## src/rtl/chimera_bypass_switch_if.sv

```systemverilog
// Per-cluster wide-channel handshake bundle for chimera_bypass_switch.
// timeout_o exists only when CHIMERA_BYPASS_TIMEOUT_EN is defined.
interface chimera_bypass_switch_if #(
  parameter int NumClusters = 5
);
  logic [NumClusters-1:0] bypass_req_i, bypass_o, busy_o;
  logic [NumClusters-1:0] aw_valid_i, aw_ready_o, aw_valid_o, aw_ready_i;
  logic [NumClusters-1:0] ar_valid_i, ar_ready_o, ar_valid_o, ar_ready_i;
  logic [NumClusters-1:0] b_valid_i, b_ready_i, r_valid_i, r_ready_i, r_last_i;
`ifdef CHIMERA_BYPASS_TIMEOUT_EN
  logic [NumClusters-1:0] timeout_o;
`endif

  // Switch side
  modport slave (
    input  bypass_req_i, aw_valid_i, aw_ready_i, ar_valid_i, ar_ready_i,
           b_valid_i, b_ready_i, r_valid_i, r_ready_i, r_last_i,
`ifdef CHIMERA_BYPASS_TIMEOUT_EN
    output timeout_o,
`endif
    output bypass_o, busy_o, aw_ready_o, aw_valid_o, ar_ready_o, ar_valid_o
  );

  // System side (cluster port, downstream routing and mode control)
  modport master (
    output bypass_req_i, aw_valid_i, aw_ready_i, ar_valid_i, ar_ready_i,
           b_valid_i, b_ready_i, r_valid_i, r_ready_i, r_last_i,
`ifdef CHIMERA_BYPASS_TIMEOUT_EN
    input  timeout_o,
`endif
    input  bypass_o, busy_o, aw_ready_o, aw_valid_o, ar_ready_o, ar_valid_o
  );
endinterface

```

## src/rtl/chimera_bypass_switch.sv

```systemverilog
// Per-cluster wide-memory bypass sequencer: drains outstanding AW/AR before switching mode.
// Optional drain timeout enabled by defining CHIMERA_BYPASS_TIMEOUT_EN.
module chimera_bypass_switch #(
  parameter int NumClusters    = 5,
  parameter int MaxOutstanding = 8,
  parameter int TimeoutCycles  = 1024,
  parameter int CntWidth       = $clog2(MaxOutstanding + 1)
) (
  input logic                    clk_i,
  input logic                    rst_i,
  chimera_bypass_switch_if.slave bus
);

  typedef enum logic [1:0] {IDLE, DRAIN, SETTLE} state_e;

  localparam logic [CntWidth-1:0] CntMax = CntWidth'(MaxOutstanding);

  if (MaxOutstanding < 1 || TimeoutCycles < 1) begin : g_bad_param
    $error("chimera_bypass_switch: MaxOutstanding and TimeoutCycles must be >= 1");
  end

  state_e                 state_q [NumClusters];
  logic [CntWidth-1:0]    wr_cnt  [NumClusters];
  logic [CntWidth-1:0]    rd_cnt  [NumClusters];
  logic [NumClusters-1:0] target_q, bypass_q, busy_q;
  logic [NumClusters-1:0] pass_w, pass_r, aw_hs, ar_hs, b_hs, r_hs, to_flag;

  function automatic logic [CntWidth-1:0] next_cnt(input logic [CntWidth-1:0] cnt,
                                                   input logic inc, input logic dec);
    if (inc && !dec)                return cnt + CntWidth'(1);
    if (dec && !inc && cnt != '0)   return cnt - CntWidth'(1);
    return cnt;
  endfunction

  always_comb begin
    pass_w = '0;
    pass_r = '0;
    for (int c = 0; c < NumClusters; c++) begin
      pass_w[c] = (state_q[c] == IDLE) && (wr_cnt[c] != CntMax);
      pass_r[c] = (state_q[c] == IDLE) && (rd_cnt[c] != CntMax);
    end
  end

  assign bus.aw_valid_o = bus.aw_valid_i & pass_w;
  assign bus.aw_ready_o = bus.aw_ready_i & pass_w;
  assign bus.ar_valid_o = bus.ar_valid_i & pass_r;
  assign bus.ar_ready_o = bus.ar_ready_i & pass_r;

  assign aw_hs = bus.aw_valid_o & bus.aw_ready_i;
  assign ar_hs = bus.ar_valid_o & bus.ar_ready_i;
  assign b_hs  = bus.b_valid_i & bus.b_ready_i;
  assign r_hs  = bus.r_valid_i & bus.r_ready_i & bus.r_last_i;

  assign bus.bypass_o = bypass_q;
  assign bus.busy_o   = busy_q;

`ifdef CHIMERA_BYPASS_TIMEOUT_EN
  localparam int ToW = $clog2(TimeoutCycles + 1);
  logic [ToW-1:0]         to_cnt [NumClusters];
  logic [NumClusters-1:0] timeout_q;
  assign to_flag       = timeout_q;
  assign bus.timeout_o = timeout_q;
`else
  assign to_flag = '0;
`endif

  always_ff @(posedge clk_i) begin
    if (rst_i) begin
      target_q <= '0;
      bypass_q <= '0;
      busy_q   <= '0;
      for (int c = 0; c < NumClusters; c++) begin
        state_q[c] <= IDLE;
        wr_cnt[c]  <= '0;
        rd_cnt[c]  <= '0;
      end
`ifdef CHIMERA_BYPASS_TIMEOUT_EN
      timeout_q <= '0;
      for (int c = 0; c < NumClusters; c++) to_cnt[c] <= '0;
`endif
    end else begin
      for (int c = 0; c < NumClusters; c++) begin
        wr_cnt[c] <= next_cnt(wr_cnt[c], aw_hs[c], b_hs[c]);
        rd_cnt[c] <= next_cnt(rd_cnt[c], ar_hs[c], r_hs[c]);
`ifdef CHIMERA_BYPASS_TIMEOUT_EN
        to_cnt[c] <= (state_q[c] == DRAIN) ? to_cnt[c] + ToW'(1) : '0;
        if (timeout_q[c] && bus.bypass_req_i[c] == bypass_q[c]) timeout_q[c] <= 1'b0;
`endif
        case (state_q[c])
          IDLE: begin
            if (bus.bypass_req_i[c] != bypass_q[c] && !to_flag[c]) begin
              target_q[c] <= bus.bypass_req_i[c];
              busy_q[c]   <= 1'b1;
              state_q[c]  <= DRAIN;
            end
          end
          DRAIN: begin
            if (wr_cnt[c] == '0 && rd_cnt[c] == '0) begin
              bypass_q[c] <= target_q[c];
              state_q[c]  <= SETTLE;
            end
`ifdef CHIMERA_BYPASS_TIMEOUT_EN
            // Give up without touching the applied mode; sticky flag blocks retries
            else if (to_cnt[c] == ToW'(TimeoutCycles - 1)) begin
              timeout_q[c] <= 1'b1;
              busy_q[c]    <= 1'b0;
              state_q[c]   <= IDLE;
            end
`endif
          end
          default: begin
            busy_q[c]  <= 1'b0;
            state_q[c] <= IDLE;
          end
        endcase
      end
    end
  end

  // A response with nothing outstanding indicates a protocol error upstream
  for (genvar c = 0; c < NumClusters; c++) begin : g_chk
    a_wr_underflow: assert property (@(posedge clk_i) disable iff (rst_i)
      !(b_hs[c] && !aw_hs[c] && wr_cnt[c] == '0));
    a_rd_underflow: assert property (@(posedge clk_i) disable iff (rst_i)
      !(r_hs[c] && !ar_hs[c] && rd_cnt[c] == '0));
  end

endmodule

```

## src/flat_wrapper.sv

```systemverilog
// flat-port wrapper written by rule: the top's interface ports become plain ports
module chimera_bypass_switch_flat 
#(
  parameter int NumClusters    = 5,
  parameter int MaxOutstanding = 8,
  parameter int TimeoutCycles  = 1024,
  parameter int CntWidth       = $clog2(MaxOutstanding + 1)
)
  (clk_i, rst_i, bus_bypass_req_i, bus_aw_valid_i, bus_aw_ready_i, bus_ar_valid_i, bus_ar_ready_i, bus_b_valid_i, bus_b_ready_i, bus_r_valid_i, bus_r_ready_i, bus_r_last_i, bus_bypass_o, bus_busy_o, bus_aw_ready_o, bus_aw_valid_o, bus_ar_ready_o, bus_ar_valid_o);
  chimera_bypass_switch_if #(.NumClusters(NumClusters)) bus_i ();
  input logic clk_i;
  input logic rst_i;
  input wire logic [$bits(bus_i.bypass_req_i)-1:0] bus_bypass_req_i;
  input wire logic [$bits(bus_i.aw_valid_i)-1:0] bus_aw_valid_i;
  input wire logic [$bits(bus_i.aw_ready_i)-1:0] bus_aw_ready_i;
  input wire logic [$bits(bus_i.ar_valid_i)-1:0] bus_ar_valid_i;
  input wire logic [$bits(bus_i.ar_ready_i)-1:0] bus_ar_ready_i;
  input wire logic [$bits(bus_i.b_valid_i)-1:0] bus_b_valid_i;
  input wire logic [$bits(bus_i.b_ready_i)-1:0] bus_b_ready_i;
  input wire logic [$bits(bus_i.r_valid_i)-1:0] bus_r_valid_i;
  input wire logic [$bits(bus_i.r_ready_i)-1:0] bus_r_ready_i;
  input wire logic [$bits(bus_i.r_last_i)-1:0] bus_r_last_i;
  output wire logic [$bits(bus_i.bypass_o)-1:0] bus_bypass_o;
  output wire logic [$bits(bus_i.busy_o)-1:0] bus_busy_o;
  output wire logic [$bits(bus_i.aw_ready_o)-1:0] bus_aw_ready_o;
  output wire logic [$bits(bus_i.aw_valid_o)-1:0] bus_aw_valid_o;
  output wire logic [$bits(bus_i.ar_ready_o)-1:0] bus_ar_ready_o;
  output wire logic [$bits(bus_i.ar_valid_o)-1:0] bus_ar_valid_o;
  assign bus_i.bypass_req_i = bus_bypass_req_i;
  assign bus_i.aw_valid_i = bus_aw_valid_i;
  assign bus_i.aw_ready_i = bus_aw_ready_i;
  assign bus_i.ar_valid_i = bus_ar_valid_i;
  assign bus_i.ar_ready_i = bus_ar_ready_i;
  assign bus_i.b_valid_i = bus_b_valid_i;
  assign bus_i.b_ready_i = bus_b_ready_i;
  assign bus_i.r_valid_i = bus_r_valid_i;
  assign bus_i.r_ready_i = bus_r_ready_i;
  assign bus_i.r_last_i = bus_r_last_i;
  assign bus_bypass_o = bus_i.bypass_o;
  assign bus_busy_o = bus_i.busy_o;
  assign bus_aw_ready_o = bus_i.aw_ready_o;
  assign bus_aw_valid_o = bus_i.aw_valid_o;
  assign bus_ar_ready_o = bus_i.ar_ready_o;
  assign bus_ar_valid_o = bus_i.ar_valid_o;
  chimera_bypass_switch #(.NumClusters(NumClusters), .MaxOutstanding(MaxOutstanding), .TimeoutCycles(TimeoutCycles), .CntWidth(CntWidth)) u_core (.clk_i(clk_i), .rst_i(rst_i), .bus(bus_i));
endmodule
```

## config.mk

```make
export PLATFORM = sky130hd
export DESIGN_NAME = chimera_bypass_switch_flat
export DESIGN_NICKNAME = d
export VERILOG_FILES = /design/src/rtl/chimera_bypass_switch_if.sv /design/src/rtl/chimera_bypass_switch.sv /design/src/flat_wrapper.sv
export SDC_FILE = /design/constraint.sdc
export NUM_CORES = 1
export LEC_CHECK = 0
export BUFFER_PORTS_ARGS = -buffer_cell sky130_fd_sc_hd__buf_2
export CORE_MARGIN = 8
export CORE_UTILIZATION = 58
export CTS_BUF_LIST = sky130_fd_sc_hd__clkbuf_4 sky130_fd_sc_hd__clkbuf_8
export DETAILED_ROUTE_END_ITERATION = 6
export PLACE_DENSITY = 0.83
export SYNTH_ARGS = -nofsm -noshare
export SYNTH_HDL_FRONTEND = slang
export SYNTH_SLANG_ARGS = --single-unit
```

## constraint.sdc

```tcl
create_clock -name clk_i -period 3.17 [get_ports clk_i]
set_input_delay 0.634 -clock clk_i [delete_from_list [all_inputs] [get_ports clk_i]]
set_output_delay 0.634 -clock clk_i [all_outputs]
set_load 0.03 [all_outputs]
```

Yosys cells after proc, flatten, opt, wreduce, memory -nomap -nowiden
Memories as Yosys holds them, arrays and structs flattened.
Cells that the tools add are included.

operators by class
  add/subtract/negate cells = 20
  $mul = 0
  divide/modulo/power cells = 0
  magnitude comparators = 0
  equal/unequal tests = 25
  shifts and indexed selects = 0
  multiplexer cells = 193
  bitwise logic cells = 39
  reduce and logical (&&, ||, !) cells = 110

operator list
  operator                                          number
  two-way mux 4 bit                                 60
  two-way mux 1 bit                                 113
  AND 5 bit                                         9
  logical AND 1 bit                                 45
  adder 4 x 1 -> 4 bit, second input constant       10
  zero test 4 bit                                   10
  != test 4 bit, second input constant              10
  nonzero test 4 bit                                10
  subtractor 4 x 1 -> 4 bit, second input constant  10
  two-way mux 2 bit                                 15
  AND reduction 2 bit                               15
  bitwise OR 1 bit                                  25
  zero test 1 bit                                   20
  == test 2 x 1 -> 1 bit, second input constant     5
  zero test 2 bit                                   5
  != test 2 bit, second input constant              5
  one-hot mux 1 bit (2 select lines)                5
  OR reduction 2 bit                                5
  != test 1 bit                                     5
  inverter 1 bit                                    5

word-level totals
  flip-flop bits (word level) = 15
  bits in latches = 0
  bits in writable memories = 50
  memory bits (read-only) = 0
  bits of input ports = 52
  output and inout port bits = 30
  logic and storage cells = 405
  memories kept = 3

memory list
  name            depth  bits a word  rd ports  clocked after memory_dff  wr ports  RTL line                     RTL
  u_core.rd_cnt   5      4            5         0                         5         chimera_bypass_switch.sv:24  logic [CntWidth-1:0] rd_cnt [NumClusters];
  u_core.wr_cnt   5      4            5         0                         5         chimera_bypass_switch.sv:23  logic [CntWidth-1:0] wr_cnt [NumClusters];
  u_core.state_q  5      2            5         0                         5         chimera_bypass_switch.sv:22  state_e state_q [NumClusters];

Logic depth before layout (Yosys ltp)
Gate-level depths: netlist (run 1).
An unclocked memory read counts as a cell.

  depth after elaboration = 15
  depth in mapped cells = 11
  gate-level depth less buffers = 10

Worst setup path after synthesis (run 1)
No wires, ideal clock.

  path type = register -> register
  from = memory u_core.state_q[0][1] in the netlist's numbering
  to = memory u_core.wr_cnt[0][3] in the netlist's numbering
  library setup time = 0.128 ns
  data arrival time = 2.513 ns
  data required time = 3.042 ns
  setup slack = 0.530 ns
  stages on the path, launching flop included = 12
  buffers on the path = 1
  period minus slack after synthesis = 2.640 ns
  path through = edfxtp_1 buf_2 nor2_1 a21boi_0 and2_1 nand3_1 ha_1 a21o_1 a2111oi_0 mux2i_1 xor2_1 nor2_1

RTL lines
  what                RTL line
  start: declaration  chimera_bypass_switch.sv:22
  end: declaration    chimera_bypass_switch.sv:23

==> results.toml, run 1 <==
[outcome]
outcome = "finished, final reports clean"

[timing]
hold_viol = 0
fin_setup_tns_ns = 0
worst_slack_ns = 0.4142
setup_violations = 0
rsz0062_at_grt = "false"
post-route-period-util_pct = 86.93
max_freq_ghz = 0.3629
finClkSkew_ns = 0.008363
worst_slew_pin_slew_ns = 0.5719
drv_slew = 0
relSlewSlack_pct = 61.58
min_period_ns = 2.756

[placement]
io_buffers = 81
dpl.cell_count = 661
dp_slack_ns = 0.3303
gp_congestion = 0.8115
dp_hpwl_mm = 7.599

[cts]
cts_buffer_depth = 2
cts_setup_buffers = 0
cts_tree = "built"
cts_resized = 0
path_clk_slew_ns = 0.08
clkLatencyLatePin_ns = 0.34
cts.sinks = 65
cts_root_buffer = "clkbuf_8"
numCtsBuffers = 9
h-tree-depth = 3
cts-hold-fix-buffers = 0

[drt]
vias = 3928
avgViaCountPerCell = 5.802
drc = 0
drtAntennaViolNets = 0
routedWlPerCell_um = 15.09
drt-total-wl_mm = 10.22
dr.pass1.iters = 5
first_iter_violations = 129

[global_route]
grt_pass1_wl_mm = 17.53
overflow = 0
grt_antenna_before_repair = 0
grt_pass1_vias = 4021
grt_max_degree = 43
grt_usage_pct = 20.16

[synthesis]
yosysTopAreaCell = "dfxtp_1"
synth_compound_area_share_pct = 15.29
yosysSeqAreaShare_pct = 31.77
netlist_top_cells_count = "nor2_1, dfxtp_1, nand2_1, a21oi_1, nor3_1"
yosysWarningCount = 0
synthXorXnorAreaFrac_pct = 6.200
syn_area_per_cell_um2 = 8.974
muxShareOfSynthArea_pct = 7.114
synthDistinctLibCells = 62
synth_cells = 488
synth_edf_count = 9
synth-seq-cells = 65
syn-num-nets = 570
yosys.area_share.adder_pct = 10.29
async_flop_share_pct = 0
yosys.area_share.simple_pct = 27.66
synth_top_family_by_area = "simple AND/OR/NAND/NOR gates"
synth_area_um2 = 4379
synthFlopType = "dfxtp_1"
yosysTopAreaCellShare_pct = 25.60
synth_most_common_cell = "nor2_1"
synth_area_leaders = "dfxtp_1, edfxtp_1, nor2_1"

[power_and_ir_drop]
total_power_mw = 4.608
p_leak_nw = 2.360
p_per_area_nw_per_um2 = 899.5
vdd_drop_max_uv = 463.5

[final_layout]
area_growth_pct = 16.97
diodes = 0
final_util_pct = 70.25
layout-drive-gt1-share_pct = 22.32
multi_input_area_um2 = 2914
fin_nets = 655
nFillCells = 591
final_cells = 677
seqCellArea_um2 = 1391

[hold_path]
min_path_cells = 1
hold_class = "flip-flop to flip-flop"

[die]
die-area_um2 = 10590
start_util_pct = 60.05
row_count = 31
ios = 82
design.core.area_um2 = 7292
die_w_um = 102.9
dieHeight_um = 102.9

[worst_setup_path]
cp_data_required_time_ns = 3.40
start_kind = "flip-flop"
worst_setup_path_end_kind = "flip-flop"
worstSetupPathType = "flip-flop to flip-flop"
cp_max_fo = 8
worstPathArrival_ns = 2.99
worst-r2r-cell-count = 9

[run]
cap_violations = 0
final cells by class:
type / instances / area share (%)
inverter: 8 / 0.5862
tap: 99 / 2.418
sequential: 65 / 27.16
clock buffer: 10 / 2.687
clock inverter: 6 / 1.759
multi-input combinational: 404 / 56.89
timing repair buffer: 85 / 8.500
kinds of logic (layout without fill, tap and decap cells):
family                   count (synthesis)  in the layout
AO/OA/AOI/OAI                           95             95
AND/OR/NAND/NOR                        219            219
multiplexers                            29             29
buffers and inverters                   19            109
XOR/XNOR                                31             31
adder cells (fa/ha/maj)                 30             30
flip-flops                              65             65
layer usage:
layer / wire length, µm / global-route usage (%) / vias up / share of wire [%]
li1: - / - / 1968 / -
met1: 4383 / 22.69 / 1859 / 43
met2: 5108 / 36.67 / 87 / 50
met3: 594 / 4.254 / 14 / 5.8
met4: 131 / 6.785 / 0 / 1.3
met5: 0 / 0 / - / 0
cell usage in the layout (no fill, tap or decap), types with 4 or more instances in the layout:
cell / n
and4bb_2: 7
xnor2_1: 7
nor3b_1: 7
inv_1: 8
nor3_2: 6
nor2_1: 67
o21ai_0: 12
clkbuf_8: 10
nand3_1: 18
buf_4: 4
a21oi_1: 27
nand2b_1: 5
buf_2: 81
nand2_1: 28
nor3_1: 27
and3_1: 18
mux2i_1: 25
a21o_1: 12
ha_1: 20
edfxtp_1: 9
a21boi_0: 6
or3_1: 5
dfxtp_1: 56
o21a_1: 6
xor2_1: 24
and2_1: 11
fa_1: 10
stage by stage:
step | hold WS (ns) | cell area, µm²
2_1_floorplan | 0.4455 | 4379
3_3_place_gp | 0.4406 | 4895
4_1_cts | 0.4672 | 5122
5_1_grt | 0.4885 | 5122
3_5_place_dp | 0.4464 | 4895
6_report | 0.4673 | 5122
flip-flops by register name, summed over array words and instances, names as in the netlist:
name and count:
u_core.bus.bypass_o 5, u_core.target_q 5, u_core.rd_cnt 20, u_core.wr_cnt 20
u_core.bus.busy_o 5, u_core.state_q 10
final timing paths:
kind	end	startpoint	slack, ns
worst min-delay path	u_core.bus.busy_o[4]	u_core.bus.busy_o[4]	0.47
worst min register to register	u_core.bus.busy_o[4]	u_core.bus.busy_o[4]	0.47
worst max-delay path	u_core.wr_cnt[0][15]	u_core.state_q[3][1]	0.41
worst max register to register	u_core.wr_cnt[0][15]	u_core.state_q[3][1]	0.41
where the power goes:
group | internal, mW | total (mW) | switching, mW | leakage, nW
logic | 1.00 | 2.33 | 1.33 | 1.69
registers | 1.12 | 1.47 | 0.353 | 0.558
clock network | 0.467 | 0.807 | 0.340 | 0.113
critical path: stages, from the launching register on:
cell      delay, ns
edfxtp_1       0.50
and4bb_2       0.38
a21boi_0       0.32
nand2_1        0.17
ha_1           0.31
a21o_1         0.19
a21oi_1        0.26
nor3b_1        0.27
o21ai_0        0.12
o311a_1        0.13
Power figures use the tool's default switching activity.
==> run 2, diff against run 1 <==
==> constraint.sdc (replaced) <==
create_clock -name clk_i -period 3.17 [get_ports clk_i]
set_input_delay 0.1585 -clock clk_i [delete_from_list [all_inputs] [get_ports clk_i]]
set_output_delay 0.1585 -clock clk_i [all_outputs]
set_load 0.03 [all_outputs]
==> run 2 against run 1 <==
Against the previous run:
- worst hold slack worse by 0.36 ns
- first-iteration DRC count up 29%
- register-to-register slack worse by 0.05 ns
- sequential power about the same
- sequential cell count did not move
- power decreased by 5.6%
- critical path depth unchanged
- maximum frequency decreased by 1.7%
- worst setup slack worse by 0.047 ns
- via count down 1.6%
- non-clock buffer count shrank 2
- sequential share of layout area grew 0.41 points
- critical endpoint is now u_core.wr_cnt[0][7]
- highest routed layer unchanged
==> results.toml, run 2 (synthesized netlist as in run 1, its figures left out) <==
[worst_setup_path]
cp_data_required_time_ns = 3.39
max_stage_delay_ns = 0.49
worstSetupPathType = "flip-flop to flip-flop"
worst_setup_path_end_kind = "flip-flop"
cp_common_cell = "nand2_1"
path_cells = "nor4bb_2 -> and2_1 -> nand2_1 -> ha_1 -> a21oi_1 -> nand2_1 -> and3b_1 -> o21a_1 -> a2111oi_1"
cp_max_fo = 8
start_kind = "flip-flop"
worstPathArrival_ns = 3.02
crit_path_top_delay_cell = "edfxtp_1"

[placement]
dp_slack_ns = 0.3659
dp_hpwl_mm = 7.273
io_buffers = 81
place_area_um2 = 4880
gp_congestion = 0.8502
dpl.cell_count = 659

[die]
row_count = 31
die_w_um = 102.9
die-area_um2 = 10590
design.core.area_um2 = 7292
ios = 82
dieHeight_um = 102.9
start_util_pct = 60.05

[drt]
drc = 0
routedWlPerCell_um = 14.07
avgViaCountPerCell = 5.726
first_iter_violations = 167
vias = 3865
drtAntennaViolNets = 0
drt-total-wl_mm = 9.497
dr.pass1.iters = 4

[cts]
numCtsBuffers = 9
path_clk_slew_ns = 0.07
cts.sinks = 65
cts_tree = "built"
cts_root_buffer = "clkbuf_8"
clkLatencyLatePin_ns = 0.33
cts_buffer_depth = 2
cts_setup_buffers = 0
cts-hold-fix-buffers = 0
cts_resized = 0
h-tree-depth = 3

[timing]
fin_setup_tns_ns = 0
worst_slew_pin_slew_ns = 0.6597
post-route-period-util_pct = 88.41
rsz0062_at_grt = "false"
relSlewSlack_pct = 56.02
finClkSkew_ns = 0.007475
min_period_ns = 2.803
drv_slew = 0
hold_viol = 0
max_freq_ghz = 0.3568
worst_slack_ns = 0.3674
setup_violations = 0

[global_route]
grt_pass1_wl_mm = 15.86
grt_antenna_before_repair = 0
grt_usage_pct = 18.23
overflow = 0
grt_max_degree = 62
grt_pass1_vias = 3675

[final_layout]
design_area_um2 = 5046
final_cells = 675
final_util_pct = 69.20
nFillCells = 613
layout_common_cells = "buf_2, nor2_1, dfxtp_1, nand2_1"
top_regs = "u_core.rd_cnt x20, u_core.wr_cnt x20, u_core.state_q x10"
mostFrequentLayoutCell = "buf_2"
diodes = 0
area_growth_pct = 15.23
fin_nets = 653
layout-drive-gt1-share_pct = 22.05

[power_and_ir_drop]
p_leak_nw = 2.322
vdd_drop_max_uv = 435.4
p_per_area_nw_per_um2 = 862.1

[hold_path]
hold_class = "primary input to flip-flop"

[run]
cap_violations = 0

[outcome]
outcome = "finished, final reports clean"
[run 2: cell types whose count changed in the layout (fill, tap and decap cells not counted), sizes merged]
cell | before | now
inv | 9 | 8
clkinv | 2 | 4
buf | 85 | 83
clkinvlp | 1 | 2
bufinv | 2 | 0
[run 2: worst paths after layout]
kind | depth (start not counted) | from | endpoint | slack (ns)
max | 9 | u_core.state_q[1][0] | u_core.wr_cnt[0][7] | 0.37
min | 3 | bus_b_ready_i[1] | u_core.wr_cnt[0][6] | 0.11
max reg2reg | 9 | u_core.state_q[1][0] | u_core.wr_cnt[0][7] | 0.37
min reg2reg | 1 | u_core.bus.busy_o[4] | u_core.bus.busy_o[4] | 0.46
[run 2: per-layer routing]
metal  GRT usage [%]  wire length (µm)  up-vias
li1                -                 -     1953
met1           22.65              4249     1833
met2           31.46              4645       73
met3           3.309               530        6
met4           5.006                72        0
met5               0                 0        -
[run 2: worst max-delay path, delay by kind of cell (launching register included)]
family                   cells  cell delay (ns)
AO/OA/AOI/OAI                3             0.66
adder cells (fa/ha/maj)      1             0.34
flip-flops                   1             0.49
AND/OR/NAND/NOR              5             1.20
[run 2: where the power goes]
part           leakage [nW]  total [mW]  switching, mW  internal [mW]
sequential            0.558        1.45          0.334           1.12
clock                0.0852       0.597          0.311          0.287
combinational          1.68        2.30           1.31          0.995
total                  2.32        4.35           1.95           2.40
[run 2: metrics by stage]
| stage | total power, mW | hold slack (ns) |
|---|---|---|
| final | 4.350 | 0.1102 |
| after global routing | 4.721 | 0.1016 |
| after CTS | 4.371 | 0.09760 |
| after global placement | 3.663 | 0.4416 |
| after floorplan | 3.234 | 0.3102 |
| after detailed placement | 3.757 | 0.4476 |
[run 2: cell type report]
| cell class | count | area (µm²) | area share [%] |
|---|---|---|---|
| multi-input cells | 404 | 2914 | 57.75 |
| flip-flops and latches | 65 | 1391 | 27.57 |
| repair buffers | 83 | 420.4 | 8.331 |
| clock buffers | 10 | 131.4 | 2.604 |
| well taps | 99 | 123.9 | 2.455 |
| clock inverters | 6 | 35.03 | 0.6943 |
| inverters | 8 | 30.03 | 0.5951 |
==> run 3, diff against run 2 <==
--- a/config.mk
+++ b/config.mk
@@ -10,7 +10,7 @@
 export CORE_UTILIZATION = 58
 export CTS_BUF_LIST = sky130_fd_sc_hd__clkbuf_4 sky130_fd_sc_hd__clkbuf_8
 export DETAILED_ROUTE_END_ITERATION = 6
-export PLACE_DENSITY = 0.83
+export PLACE_DENSITY = 0.88
 export SYNTH_ARGS = -nofsm -noshare
 export SYNTH_HDL_FRONTEND = slang
 export SYNTH_SLANG_ARGS = --single-unit
==> run 3 against run 2 <==
Against the previous run:
- worst hold slack worse by 0.0073 ns
- largest cell class unchanged
- cell count is 0.30% higher
- critical endpoint unchanged
- worst setup slack better by 0.037 ns
- clock skew shrank 0.0022 ns
- sequential share of layout area decreased by 0.16 points
- largest power group unchanged
- routed wire length is 8.0% higher
- sequential power about the same
- via count up 2.8%
- critical path depth unchanged
==> results.toml, run 3 (synthesized netlist as in run 1, its figures left out) <==
[drt]
maxUsedRoutingLayer = "met4"
first_iter_violations = 133
avgViaCountPerCell = 5.871
drtAntennaViolNets = 0
routedWlPerCell_um = 15.15
wl_met3_um = 638
drt-total-wl_mm = 10.26
wl_met2_mm = 5.016
wl_met1_mm = 4.496
vias = 3975
drc = 0
dr.pass1.iters = 4

[placement]
place_area_um2 = 4895
io_buffers = 81
gp_congestion = 0.8320
dp_hpwl_mm = 7.871

[timing]
hold_viol = 0
fin_setup_tns_ns = 0
max_freq_ghz = 0.3616
drv_slew = 0
post-route-period-util_pct = 87.23
worst_slew_pin_slew_ns = 0.5231
setup_violations = 0
finClkSkew_ns = 0.005239
min_period_ns = 2.765
rsz0062_at_grt = "false"
relSlewSlack_pct = 64.81

[global_route]
grt_usage_pct = 19.73
grt_max_degree = 27
grt_antenna_before_repair = 0
overflow = 0
grt_pass1_vias = 4016
grt_pass1_wl_mm = 17.08

[power_and_ir_drop]
p_leak_nw = 2.347
vdd_drop_max_uv = 510.5
p_per_area_nw_per_um2 = 880.3

[final_layout]
nFillCells = 577
layout-drive-gt1-share_pct = 22.32
area_growth_pct = 15.91
layout_common_cells = "buf_2, nor2_1, dfxtp_1, nand2_1"
mostFrequentLayoutCell = "buf_2"
design_area_um2 = 5076
top_regs = "u_core.rd_cnt x20, u_core.wr_cnt x20, u_core.state_q x10"
fin_nets = 655
diodes = 0

[worst_setup_path]
worstPathArrival_ns = 2.99
r2r-start = "u_core.state_q[1][0]"
start_kind = "flip-flop"
cp_max_fo = 8
crit_start = "u_core.state_q[1][0]"
r2r-end = "u_core.wr_cnt[0][7]"
worstSetupPathType = "flip-flop to flip-flop"
reg2reg_slack_ns = 0.40
worst-r2r-cell-count = 9
critPathCapture = "u_core.wr_cnt[0][7]"
worst_setup_path_end_kind = "flip-flop"
cp_data_required_time_ns = 3.40

[cts]
cts_resized = 0
cts_tree = "built"
cts_buffer_depth = 2
cts_setup_buffers = 0
cts_root_buffer = "clkbuf_8"
h-tree-depth = 3
path_clk_slew_ns = 0.07
numCtsBuffers = 9
cts.sinks = 65
cts-hold-fix-buffers = 0
clkLatencyLatePin_ns = 0.34

[die]
row_count = 31
ios = 82
die_w_um = 102.9
design.core.area_um2 = 7292
dieHeight_um = 102.9
die-area_um2 = 10590
start_util_pct = 60.05

[run]
cap_violations = 0

[outcome]
outcome = "finished, final reports clean"

[hold_path]
hold_class = "primary input to flip-flop"
==> run 3: cell count changes in the layout (fill, tap and decap cells not counted) <==
cell,before,now
clkbuf_4,1,2
clkinv_2,4,3
buf_4,2,4
clkinvlp_4,2,0
clkbuf_8,9,11
==> run 3: routing by layer <==
layer  up-vias  track usage [%]
met5         -                0
met4         0            6.674
met3        14            5.267
met2       115            34.34
met1      1893            22.81
li1       1953                -
==> run 3: final cells by class <==
type,instances,area (µm²),area share [%]
inverter,8,30.03,0.5916
sequential,65,1391,27.41
multi-input combinational,404,2914,57.41
clock buffer,13,166.4,3.278
clock inverter,3,15.01,0.2958
timing repair buffer,85,435.4,8.578
tap,99,123.9,2.440
==> run 3: how the worst min path moves through the flow <==
stage	from	end	slack [ns]	depth (start not counted)
finish	bus_bypass_req_i[3]	u_core.target_q[3]	0.10	3
global route	bus_bypass_req_i[3]	u_core.target_q[3]	0.09	3
CTS	bus_bypass_req_i[3]	u_core.target_q[3]	0.09	3
detailed placement	bus_bypass_req_i[3]	u_core.target_q[3]	0.45	3
global placement	bus_bypass_req_i[3]	u_core.target_q[3]	0.45	3
floorplan	bus_b_ready_i[1]	u_core.wr_cnt[0][6]	0.31	2
==> run 3: critical path, cell delays in order (launching register included) <==
cell and delay [ns]:
edfxtp_1 0.48, nor4bb_2 0.47, and2_1 0.26, nand2_1 0.13, ha_1 0.35, a21oi_1 0.16
nand2_1 0.11, and3b_1 0.21, o21a_1 0.16, a2111oi_1 0.33
==> run 3: power breakdown <==
| group | internal [mW] | total, mW | switching (mW) |
|---|---|---|---|
| combinational | 1.01 | 2.36 | 1.35 |
| clock | 0.340 | 0.649 | 0.309 |
| sequential | 1.12 | 1.46 | 0.345 |
==> run 3: metrics by stage <==
step	cells	hold WS (ns)	power, mW	setup slack, ns	utilization [%]
finish	677	0.1030	4.468	0.4048	69.61
global route	677	0.09112	4.838	0.1797	69.61
CTS	677	0.08647	4.467	0.4439	69.61
detailed placement	661	0.4482	3.802	0.4621	67.12
global placement	661	0.4467	3.661	0.5661	67.12
floorplan	488	0.3102	3.234	0.5296	-
